File: config.mk
export PLATFORM = sky130hd
export DESIGN_NAME = jam_cost_server
export DESIGN_NICKNAME = d
export VERILOG_FILES = /design/src/rtl/jam_pkg.sv /design/src/rtl/jam_cost_mem.sv /design/src/rtl/jam_cost_server.sv
export SDC_FILE = /design/constraint.sdc
export NUM_CORES = 1
export LEC_CHECK = 0
export ABC_AREA = 1
export CORE_ASPECT_RATIO = 1.1
export CORE_MARGIN = 2
export CORE_UTILIZATION = 54
export CTS_BUF_LIST = sky130_fd_sc_hd__clkbuf_2 sky130_fd_sc_hd__clkbuf_4 sky130_fd_sc_hd__clkbuf_8
export DETAILED_ROUTE_END_ITERATION = 16
export PLACE_DENSITY = 0.78
export SETUP_SLACK_MARGIN = 0.5
export SLEW_MARGIN = 20
export SYNTH_ARGS = -nofsm -noshare
export SYNTH_HDL_FRONTEND = slang
export SYNTH_SLANG_ARGS = --single-unit
export TNS_END_PERCENT = 50
File: constraint.sdc
create_clock -name CLK -period 7 [get_ports CLK]
set_input_delay 2.1 -clock CLK [delete_from_list [all_inputs] [get_ports CLK]]
set_output_delay 2.1 -clock CLK [all_outputs]
set_load 0.01 [all_outputs]
File: src/rtl/jam_pkg.sv
// rtl/jam_pkg.sv - shared sizes and state encoding for the job-assignment cost server
//
// Purpose: the widths of the cost matrix, solver results and counters, plus the
// server state enum. The top level and the cost memory both import this package.
// Ports: none (package).

package jam_pkg;

   localparam int N_WORKER  = 8;
   localparam int COST_W    = 7;
   localparam int MINCOST_W = 10;
   localparam int COUNT_W   = 4;
   localparam int ADDR_W    = 6;
   localparam int IDX_W     = 3;
   localparam int N_ENTRY   = N_WORKER * N_WORKER;
   localparam int CHECK_W   = 13;
   localparam int CYCLE_W   = 20;

   typedef enum logic [1:0] {
      ST_IDLE,
      ST_LOAD,
      ST_SERVE,
      ST_DONE
   } state_t;

endpackage

File: src/rtl/jam_cost_mem.sv
// rtl/jam_cost_mem.sv - 64 x 7 cost register file, one write port, one registered read port
//
// Purpose: holds the worker/job cost matrix. Contents survive reset and clear;
// the next load simply overwrites them, so there is deliberately no reset here.
// Ports:
//   clk      clock, rising edge
//   wr_en    write strobe
//   wr_addr  write address (row-major W*8+J)
//   wr_data  cost to store
//   rd_en    read strobe; rd_data updates only when set
//   rd_addr  read address
//   rd_data  registered read data

module jam_cost_mem
   import jam_pkg::*;
(
   input  logic              clk,
   input  logic              wr_en,
   input  logic [ADDR_W-1:0] wr_addr,
   input  logic [COST_W-1:0] wr_data,
   input  logic              rd_en,
   input  logic [ADDR_W-1:0] rd_addr,
   output logic [COST_W-1:0] rd_data
);

   logic [COST_W-1:0] mem [N_ENTRY];

   always_ff @(posedge clk) begin
      if (wr_en) begin
         mem[wr_addr] <= wr_data;
      end
      if (rd_en) begin
         rd_data <= mem[rd_addr];
      end
   end

endmodule

File: src/rtl/jam_cost_server.sv
// rtl/jam_cost_server.sv - responder for the solver cost interface with load, serve and capture
//
// Purpose: loads an 8x8 cost matrix beat by beat, serves Cost = mem[{W,J}] to the
// solver with one cycle of latency, and captures the solver result on Valid, or
// gives up after TIMEOUT serve cycles. Also tracks load checksum, address
// coverage and serve cycle count.
// Ports:
//   CLK, RST (async active-low), CLR (sync clear back to IDLE)
//   LD_VALID/LD_DATA/LD_READY   load stream, row-major
//   LOADED                      all 64 entries written
//   W, J -> Cost                cost lookup, registered
//   MinCost, MatchCount, Valid  solver result
//   RES_COST, RES_COUNT, RES_CYCLES, CHECKSUM, ALL_READ, DONE, TIMED_OUT  status

module jam_cost_server
   import jam_pkg::*;
#(
   parameter logic [CYCLE_W-1:0] TIMEOUT = 20'd1_000_000
) (
   input  logic                 CLK,
   input  logic                 RST,
   input  logic                 CLR,
   input  logic                 LD_VALID,
   input  logic [COST_W-1:0]    LD_DATA,
   output logic                 LD_READY,
   output logic                 LOADED,
   input  logic [IDX_W-1:0]     W,
   input  logic [IDX_W-1:0]     J,
   output logic [COST_W-1:0]    Cost,
   input  logic [MINCOST_W-1:0] MinCost,
   input  logic [COUNT_W-1:0]   MatchCount,
   input  logic                 Valid,
   output logic [MINCOST_W-1:0] RES_COST,
   output logic [COUNT_W-1:0]   RES_COUNT,
   output logic [CYCLE_W-1:0]   RES_CYCLES,
   output logic [CHECK_W-1:0]   CHECKSUM,
   output logic                 ALL_READ,
   output logic                 DONE,
   output logic                 TIMED_OUT
);

   state_t              state;
   state_t              state_next;
   logic [ADDR_W-1:0]   ptr;
   logic [N_ENTRY-1:0]  seen;
   logic [COST_W-1:0]   rd_data;
   logic                cost_vld;
   logic                beat;
   logic                serving;
   logic                valid_hit;
   logic                timeout_hit;
   logic [CYCLE_W-1:0]  cycles_inc;

   // Saturating next value of the serve cycle counter.
   assign cycles_inc = (RES_CYCLES == '1) ? RES_CYCLES : RES_CYCLES + CYCLE_W'(1);

   always_ff @(posedge CLK or negedge RST) begin
      if (!RST) begin
         state <= ST_IDLE;
      end else begin
         state <= state_next;
      end
   end

   always_comb begin
      state_next  = state;
      LD_READY    = 1'b0;
      beat        = 1'b0;
      valid_hit   = 1'b0;
      timeout_hit = 1'b0;
      serving     = 1'b0;
      case (state)
         ST_IDLE: begin
            LD_READY = 1'b1;
            beat     = LD_VALID;
            if (LD_VALID) begin
               state_next = ST_LOAD;
            end
         end
         ST_LOAD: begin
            LD_READY = 1'b1;
            beat     = LD_VALID;
            if (LD_VALID && ptr == ADDR_W'(N_ENTRY - 1)) begin
               state_next = ST_SERVE;
            end
         end
         ST_SERVE: begin
            serving = 1'b1;
            // Valid beats a coinciding timeout.
            if (Valid) begin
               valid_hit  = 1'b1;
               state_next = ST_DONE;
            end else if (cycles_inc >= TIMEOUT) begin
               timeout_hit = 1'b1;
               state_next  = ST_DONE;
            end
         end
         ST_DONE: begin
            serving = 1'b1;
         end
         default: begin
            state_next = ST_IDLE;
         end
      endcase
      // Clear overrides every other event in the same cycle.
      if (CLR) begin
         state_next  = ST_IDLE;
         beat        = 1'b0;
         valid_hit   = 1'b0;
         timeout_hit = 1'b0;
      end
   end

   assign LOADED   = (state == ST_SERVE) || (state == ST_DONE);
   assign DONE     = (state == ST_DONE);
   assign ALL_READ = &seen;

   always_ff @(posedge CLK or negedge RST) begin
      if (!RST) begin
         ptr        <= '0;
         CHECKSUM   <= '0;
         seen       <= '0;
         RES_CYCLES <= '0;
         RES_COST   <= '0;
         RES_COUNT  <= '0;
         TIMED_OUT  <= 1'b0;
         cost_vld   <= 1'b0;
      end else if (CLR) begin
         ptr        <= '0;
         CHECKSUM   <= '0;
         seen       <= '0;
         RES_CYCLES <= '0;
         RES_COST   <= '0;
         RES_COUNT  <= '0;
         TIMED_OUT  <= 1'b0;
      end else begin
         if (beat) begin
            ptr      <= ptr + ADDR_W'(1);
            CHECKSUM <= CHECKSUM + {{(CHECK_W - COST_W){1'b0}}, LD_DATA};
         end
         if (state == ST_SERVE) begin
            seen[{W, J}] <= 1'b1;
            if (valid_hit) begin
               RES_COST  <= MinCost;
               RES_COUNT <= MatchCount;
            end else begin
               RES_CYCLES <= cycles_inc;
            end
            if (timeout_hit) begin
               TIMED_OUT <= 1'b1;
            end
         end
         // The memory read register has no reset; Cost reads as 0 until it
         // has been loaded once after reset.
         if (serving) begin
            cost_vld <= 1'b1;
         end
      end
   end

   jam_cost_mem u_mem (
      .clk     (CLK),
      .wr_en   (beat),
      .wr_addr (ptr),
      .wr_data (LD_DATA),
      .rd_en   (serving),
      .rd_addr ({W, J}),
      .rd_data (rd_data)
   );

   assign Cost = cost_vld ? rd_data : '0;

endmodule

==> impl_metrics.env, run 1 <==
export IMPL_holdPathStages=2
export IMPL_syn_area_um2=22900
export IMPL_synth_compound_area_share_pct=7.61
export IMPL_io_pins=91
export IMPL_core_um2=42100
export IMPL_ir_worst_vdd_mv=0.145
export IMPL_drtAntennaViolNets=0
export IMPL_die_x_um=200
export IMPL_post_route_util_pct=62.5
export IMPL_synthAdderAreaFrac_pct=0.797
export IMPL_wire_per_inst_um=23.0
export IMPL_synth_xor_area_share_pct=0.458
export IMPL_num_rows=79
export IMPL_post_dp_hpwl_um=37400
export IMPL_numCtsBuffers=89
export IMPL_worst_slew_pin_slew_ns=1.03
export IMPL_grt_pass1_wl_um=92100
export IMPL_critical_path_buf_inv_count=4
export IMPL_clock_sinks=576
export IMPL_cts_tree="done"
export IMPL_cp_end_kind="flop"
export IMPL_clk_pin_slew_ns=0.06
export IMPL_p_per_area_nw_per_um2=278
export IMPL_critPathSlowestCell="clkdlybuf4s50_1"
export IMPL_skew_ns=0.0343
export IMPL_cts_setup_buffers=0
export IMPL_gp_congestion=0.860
export IMPL_rsz0062_at_grt="no"
export IMPL_period_share_pct=68.5
export IMPL_synth_seq_cells=576
export IMPL_drt_iter0_drc=2113
export IMPL_die_area_um2=44100
export IMPL_finalSetupViolations=0
export IMPL_drive_above_1_share_pct=10.5
export IMPL_register_area_um2=16700
export IMPL_grt_start_max_net_pins=74
export IMPL_max_freq_ghz=0.209
export IMPL_r2r_cells=8
export IMPL_htreeDepth=3
export IMPL_slew_violations=0
export IMPL_synth_cells=1867
export IMPL_slew_headroom_pct=30.9
export IMPL_antenna_found_initial=1
export IMPL_dr_total_vias=16100
export IMPL_fp_dieH_um=220
export IMPL_p_leak_nw=9.63
export IMPL_cpMostUsedCell="nand2_1"
export IMPL_first_pass_iters=6
export IMPL_route_detailed_drc=0
export IMPL_clkLatencyLatePin_ns=0.66
export IMPL_ys_seq_area_share_pct=72.8
export IMPL_worstPathArrival_ns=5.19
export IMPL_cts_resized=0
export IMPL_mostFrequentLayoutCells="455 x edfxtp_1, 437 x nand2_1, 190 x nor2_1"
export IMPL_viasPerCell=6.10
export IMPL_start_kind="input pin"
export IMPL_max_cap_violations=0
export IMPL_multi_input_area_um2=5590
export IMPL_cp_required_ns=7.39
export IMPL_grtUsageTotal_pct=27.7
export IMPL_path_cells="clkdlybuf4s50_1, inv_2, nand3_1, inv_2, buf_4, nand2_1, nand2_1, a221oi_1, nand4_1, nand2_1, nand2_1, nor2_1, nand4_1"
export IMPL_nFillCells=3163
export IMPL_synth_warnings=0
export IMPL_critPathTopFamily="buffers and inverters"
export IMPL_synth_top_family_by_area="simple AND/OR/NAND/NOR gates"
export IMPL_synth_mux_area_share_pct=0
export IMPL_drt_wl_total_um=60900
export IMPL_hold_path_class="reg2reg"
export IMPL_syn_avg_cell_area_um2=12.3
export IMPL_initial_core_util_pct=54.4
export IMPL_ctsHoldBuffers=0
export IMPL_crit_fanout=34
export IMPL_area_growth_pct=14.8
export IMPL_status="finished, final reports clean"
export IMPL_slowest_delay_ns=0.67
export IMPL_setup_tns_ns=0
export IMPL_synth_simple_area_share_pct=15.3
export IMPL_overflow=0
export IMPL_hold_viol=0
export IMPL_path_depth=13
export IMPL_cts_buffer_depth=3
export IMPL_synthesis_nets=1913
export IMPL_grt_pass1_vias=16000
export IMPL_finalCriticalPeriod_ns=4.79
export IMPL_setup_slack_ns=2.21
export IMPL_synth_cell_type_count=39
export IMPL_diodes=0
export IMPL_cts_root_buf="clkbuf_8"
export IMPL_path_class="in2reg"
export IMPL_port_buffers=90
export IMPL_preCtsSetupSlack_ns=1.65
export IMPL_nets=2057
export IMPL_layout_commonest_cell="edfxtp_1"
==> layer usage <==
| metal | part of all wire, % | up-vias | global-route usage (%) |
|---|---|---|---|
| li1 | - | 6994 | - |
| met1 | 36 | 7802 | 35.8 |
| met2 | 46 | 1162 | 44.1 |
| met3 | 13 | 187 | 6.88 |
| met4 | 4.5 | 2 | 14.2 |
| met5 | 0.025 | - | 0 |
==> tightest hold or removal path, delay by kind of cell, from the launching register on <==
family	cells	cell delay, ns
AND/OR/NAND/NOR	2	0.10
flip-flops	1	0.35
==> registers in the layout (all words and copies together) (netlist names) <==
register and count:
RES_COUNT 4, TIMED_OUT 1, u_mem.rd_data 7, RES_COST 10
RES_CYCLES 20, seen 64, CHECKSUM 13, state 2
ptr 6, u_mem.mem 448, cost_vld 1
==> area by class of cell <==
type	instances	share of cell area [%]
timing repair buffer	125	4.35
sequential	576	63.4
inverter	108	1.54
tap	567	2.69
clock buffer	128	5.98
clock inverter	32	0.817
multi-input combinational	1111	21.2
==> synth_stat cells (all sizes together) <==
cell type  instances  area share [%]
clkbuf            42            0.69
o211ai             3           0.098
o22ai             13            0.35
xnor2              3            0.11
a21oi             88             1.9
a22oi             73             2.4
nor2             196             3.3
buf               30            0.62
a22o               9            0.34
a21o               2           0.065
a211oi             1           0.033
o2111ai            5            0.19
ha                13            0.71
clkinv             2           0.033
inv              106             1.7
nor4               7            0.19
or2                1           0.027
and3              13            0.35
nand2            438             7.2
edfxtp           455              60
xor2               9            0.34
nand4             82             2.2
and2               1           0.027
o2bb2ai            4            0.15
fa                 1           0.087
nor3              17            0.41
a31oi              1           0.027
dfrtp            121              13
o21ai             37            0.81
a221oi            32             1.2
nand3             62             1.5
==> power breakdown <==
| part | total [mW] | internal, mW | switching, mW |
|---|---|---|---|
| registers | 3.81 | 3.77 | 0.0468 |
| clock network | 2.83 | 1.55 | 1.28 |
| logic | 0.675 | 0.216 | 0.459 |
==> through the flow <==
step	cell area, µm²	hold WS (ns)	std cells	power (mW)
4_1_cts	26300	0.490	2647	7.32
3_3_place_gp	24500	0.469	2487	4.52
6_report	26300	0.489	2647	7.32
5_1_grt	26300	0.516	2647	7.54
2_1_floorplan	22900	0.462	1867	4.20
3_5_place_dp	24500	0.472	2487	4.54
==> kinds of logic after synthesis <==
logic type / Yosys count
flip-flops: 576
AO/OA/AOI/OAI: 268
buffers and inverters: 180
XOR/XNOR: 12
adder cells (fa/ha/maj): 14
AND/OR/NAND/NOR: 817
==> final timing paths <==
kind | endpoint | slack, ns | from
max | u_mem.rd_data[1]$_DFFE_PN_ | 2.21 | J[1]
min | TIMED_OUT$_DFFE_PN0P_ | 0.49 | TIMED_OUT$_DFFE_PN0P_
max reg2reg | u_mem.mem[6][4]$_DFFE_PP_ | 3.52 | state[1]$_DFFE_PN0P_
min reg2reg | TIMED_OUT$_DFFE_PN0P_ | 0.49 | TIMED_OUT$_DFFE_PN0P_
max in group asynchronous | CHECKSUM[2]$_DFFE_PN0P_ | 4.10 | RST
min in group asynchronous | seen[47]$_DFFE_PN0P_ | 1.49 | RST
No activity file was read; power rests on OpenSTA's default activity.
==> run 2, diff against run 1 <==
Clock period 7 ns to 4.8 ns, I/O delays scaled along.
==> run 2 against run 1 <==
  * Setup slack worse by 1.3 ns
  * Clock-buffer cell count is 12 higher
  * Core utilization is 1.8 points higher
  * Power is 48% higher
  * Cell count is 3.4% higher
  * Global-route usage is 0.55 points higher
  * Critical path type is now reg2out
  * Non-clock buffer count is 84 higher
==> impl_metrics.env, run 2 (synthesis results as in run 1) <==
export IMPL_status="finished, final reports clean"
export IMPL_die_area_um2=44100
export IMPL_seqPwrFrac_pct=51.4
export IMPL_ctsHoldBuffers=0
export IMPL_viasPerCell=5.94
export IMPL_ir_worst_vdd_mv=0.226
export IMPL_crit_fanout=2
export IMPL_p_per_area_nw_per_um2=399
export IMPL_antenna_found_initial=2
export IMPL_use_met1_pct=36.8
export IMPL_htreeDepth=3
export IMPL_slew_violations=0
export IMPL_slowest_delay_ns=0.57
export IMPL_period_share_pct=80.5
export IMPL_layout_commonest_cell="edfxtp_1"
export IMPL_mostFrequentLayoutCells="455 x edfxtp_1, 437 x nand2_1, 190 x nor2_1"
export IMPL_reg_top3="u_mem.mem x448, seen x64, RES_CYCLES x20"
export IMPL_stdcell_count=2736
export IMPL_io_pins=91
export IMPL_max_cap_violations=0
export IMPL_finalSetupViolations=0
export IMPL_grt_busiest_layer="met2"
export IMPL_critPathSlowestCell="clkdlybuf4s50_1"
export IMPL_clk_pin_slew_ns=0.06
export IMPL_hold_viol=0
export IMPL_worst_slew_pin_slew_ns=0.817
export IMPL_diodes=0
export IMPL_skew_ns=0.0336
export IMPL_clock_sinks=576
export IMPL_dr_total_vias=16200
export IMPL_pwr_share_comb_pct=9.3
export IMPL_cts_tree="done"
export IMPL_route_detailed_drc=0
export IMPL_grtUsageMet3_pct=6.33
export IMPL_post_place_cells=2571
export IMPL_preCtsSetupSlack_ns=0.659
export IMPL_grtUsageTotal_pct=28.3
export IMPL_drtAntennaViolNets=0
export IMPL_drt_iter0_drc=2057
export IMPL_crit_path_start="seen[27]$_DFFE_PN0P_"
export IMPL_cp_end_kind="output pin"
export IMPL_fp_dieH_um=220
export IMPL_worstPathArrival_ns=2.43
export IMPL_initial_core_util_pct=54.4
export IMPL_finalCriticalPeriod_ns=3.87
export IMPL_p_clk_share_pct=39.3
export IMPL_port_buffers=90
export IMPL_path_class="reg2out"
export IMPL_num_rows=79
export IMPL_drt_wl_total_um=61900
export IMPL_start_kind="flop"
export IMPL_clkLatencyLatePin_ns=0.66
export IMPL_numCtsBuffers=90
export IMPL_area_growth_pct=18.1
export IMPL_grt_pass1_wl_um=94200
export IMPL_wire_per_inst_um=22.6
export IMPL_holdPathStages=2
export IMPL_r2r_cells=9
export IMPL_max_freq_ghz=0.259
export IMPL_swShare_pct=24.0
export IMPL_largest_reg_flops=448
export IMPL_grt_start_max_net_pins=79
export IMPL_cts_buffer_depth=3
export IMPL_regMostFlops="u_mem.mem"
export IMPL_slew_headroom_pct=45.3
export IMPL_setup_tns_ns=0
export IMPL_first_pass_iters=6
export IMPL_setup_slack_ns=0.934
export IMPL_post_dp_hpwl_um=39100
export IMPL_path_cells="nand4_1, nor4_1, nand2_1, nor2_1, clkdlybuf4s50_1"
export IMPL_cts_resized=0
export IMPL_nets=2142
export IMPL_gp_congestion=0.896
export IMPL_grt_pass1_vias=16500
export IMPL_cts_root_buf="clkbuf_8"
export IMPL_die_x_um=200
export IMPL_r2r_slack_ns=2.04
export IMPL_min_to="TIMED_OUT$_DFFE_PN0P_"
export IMPL_timing_rr_start="state[1]$_DFFE_PN0P_"
export IMPL_rsz0062_at_grt="no"
export IMPL_use_met2_pct=46.5
export IMPL_internal_power_mw=8.22
export IMPL_p_sw_mw=2.59
export IMPL_reg2reg_to="u_mem.mem[39][6]$_DFFE_PP_"
export IMPL_p_leak_nw=10.1
export IMPL_hold_path_class="reg2reg"
export IMPL_worstHoldStart="TIMED_OUT$_DFFE_PN0P_"
export IMPL_drive_above_1_share_pct=14.3
export IMPL_overflow=0
export IMPL_core_um2=42100
export IMPL_cts_setup_buffers=0
export IMPL_cp_required_ns=3.36
[run 2: critical path, delay by kind of cell (launching register included)]
family | cells | cell delay [ns]
AND/OR/NAND/NOR | 4 | 0.87
flip-flops | 1 | 0.36
buffers and inverters | 1 | 0.57
[run 2: worst max path at each step]
stage	end	slack (ns)	cells past startpoint
6_report	ALL_READ	0.93	5
5_1_grt	ALL_READ	0.73	5
4_1_cts	ALL_READ	0.85	5
3_5_place_dp	u_mem.rd_data[0]$_DFFE_PN_	0.66	12
3_3_place_gp	u_mem.rd_data[4]$_DFFE_PN_	0.74	13
2_1_floorplan	CHECKSUM[10]$_DFFE_PN0P_	1.75	11
[run 2: through the flow]
step | power, mW | hold WS [ns] | utilization (%) | cell area, µm²
CTS | 10.8 | 0.496 | 64.3 | 27100
global placement | 6.62 | 0.466 | 59.8 | 25200
floorplan | 6.12 | 0.462 | - | 22900
finish | 10.8 | 0.493 | 64.3 | 27100
detailed placement | 6.65 | 0.477 | 59.8 | 25200
global route | 11.1 | 0.517 | 64.3 | 27100
[run 2: metal layers]
metal | vias up | share of wire [%]
li1 | 7167 | -
met1 | 7887 | 37
met2 | 1026 | 47
met3 | 161 | 12
met4 | 0 | 3.7
met5 | - | 0
[run 2: power by group through the flow]
stage                     clock, mW  sequential (mW)  combinational [mW]
after floorplan                   0             5.65               0.468
after global placement            0             5.66               0.959
after detailed placement          0             5.66               0.987
after CTS                      4.29             5.56               0.994
after global routing           4.50             5.57                1.08
final                          4.25             5.56                1.00
[run 2: area by class of cell]
class / instances / area [µm²]
inverter: 108 / 405
sequential: 576 / 16700
multi-input combinational: 1111 / 5570
timing repair buffer: 209 / 1820
fill: 3041 / 15000
clock inverter: 25 / 161
tap: 567 / 709
clock buffer: 140 / 1730
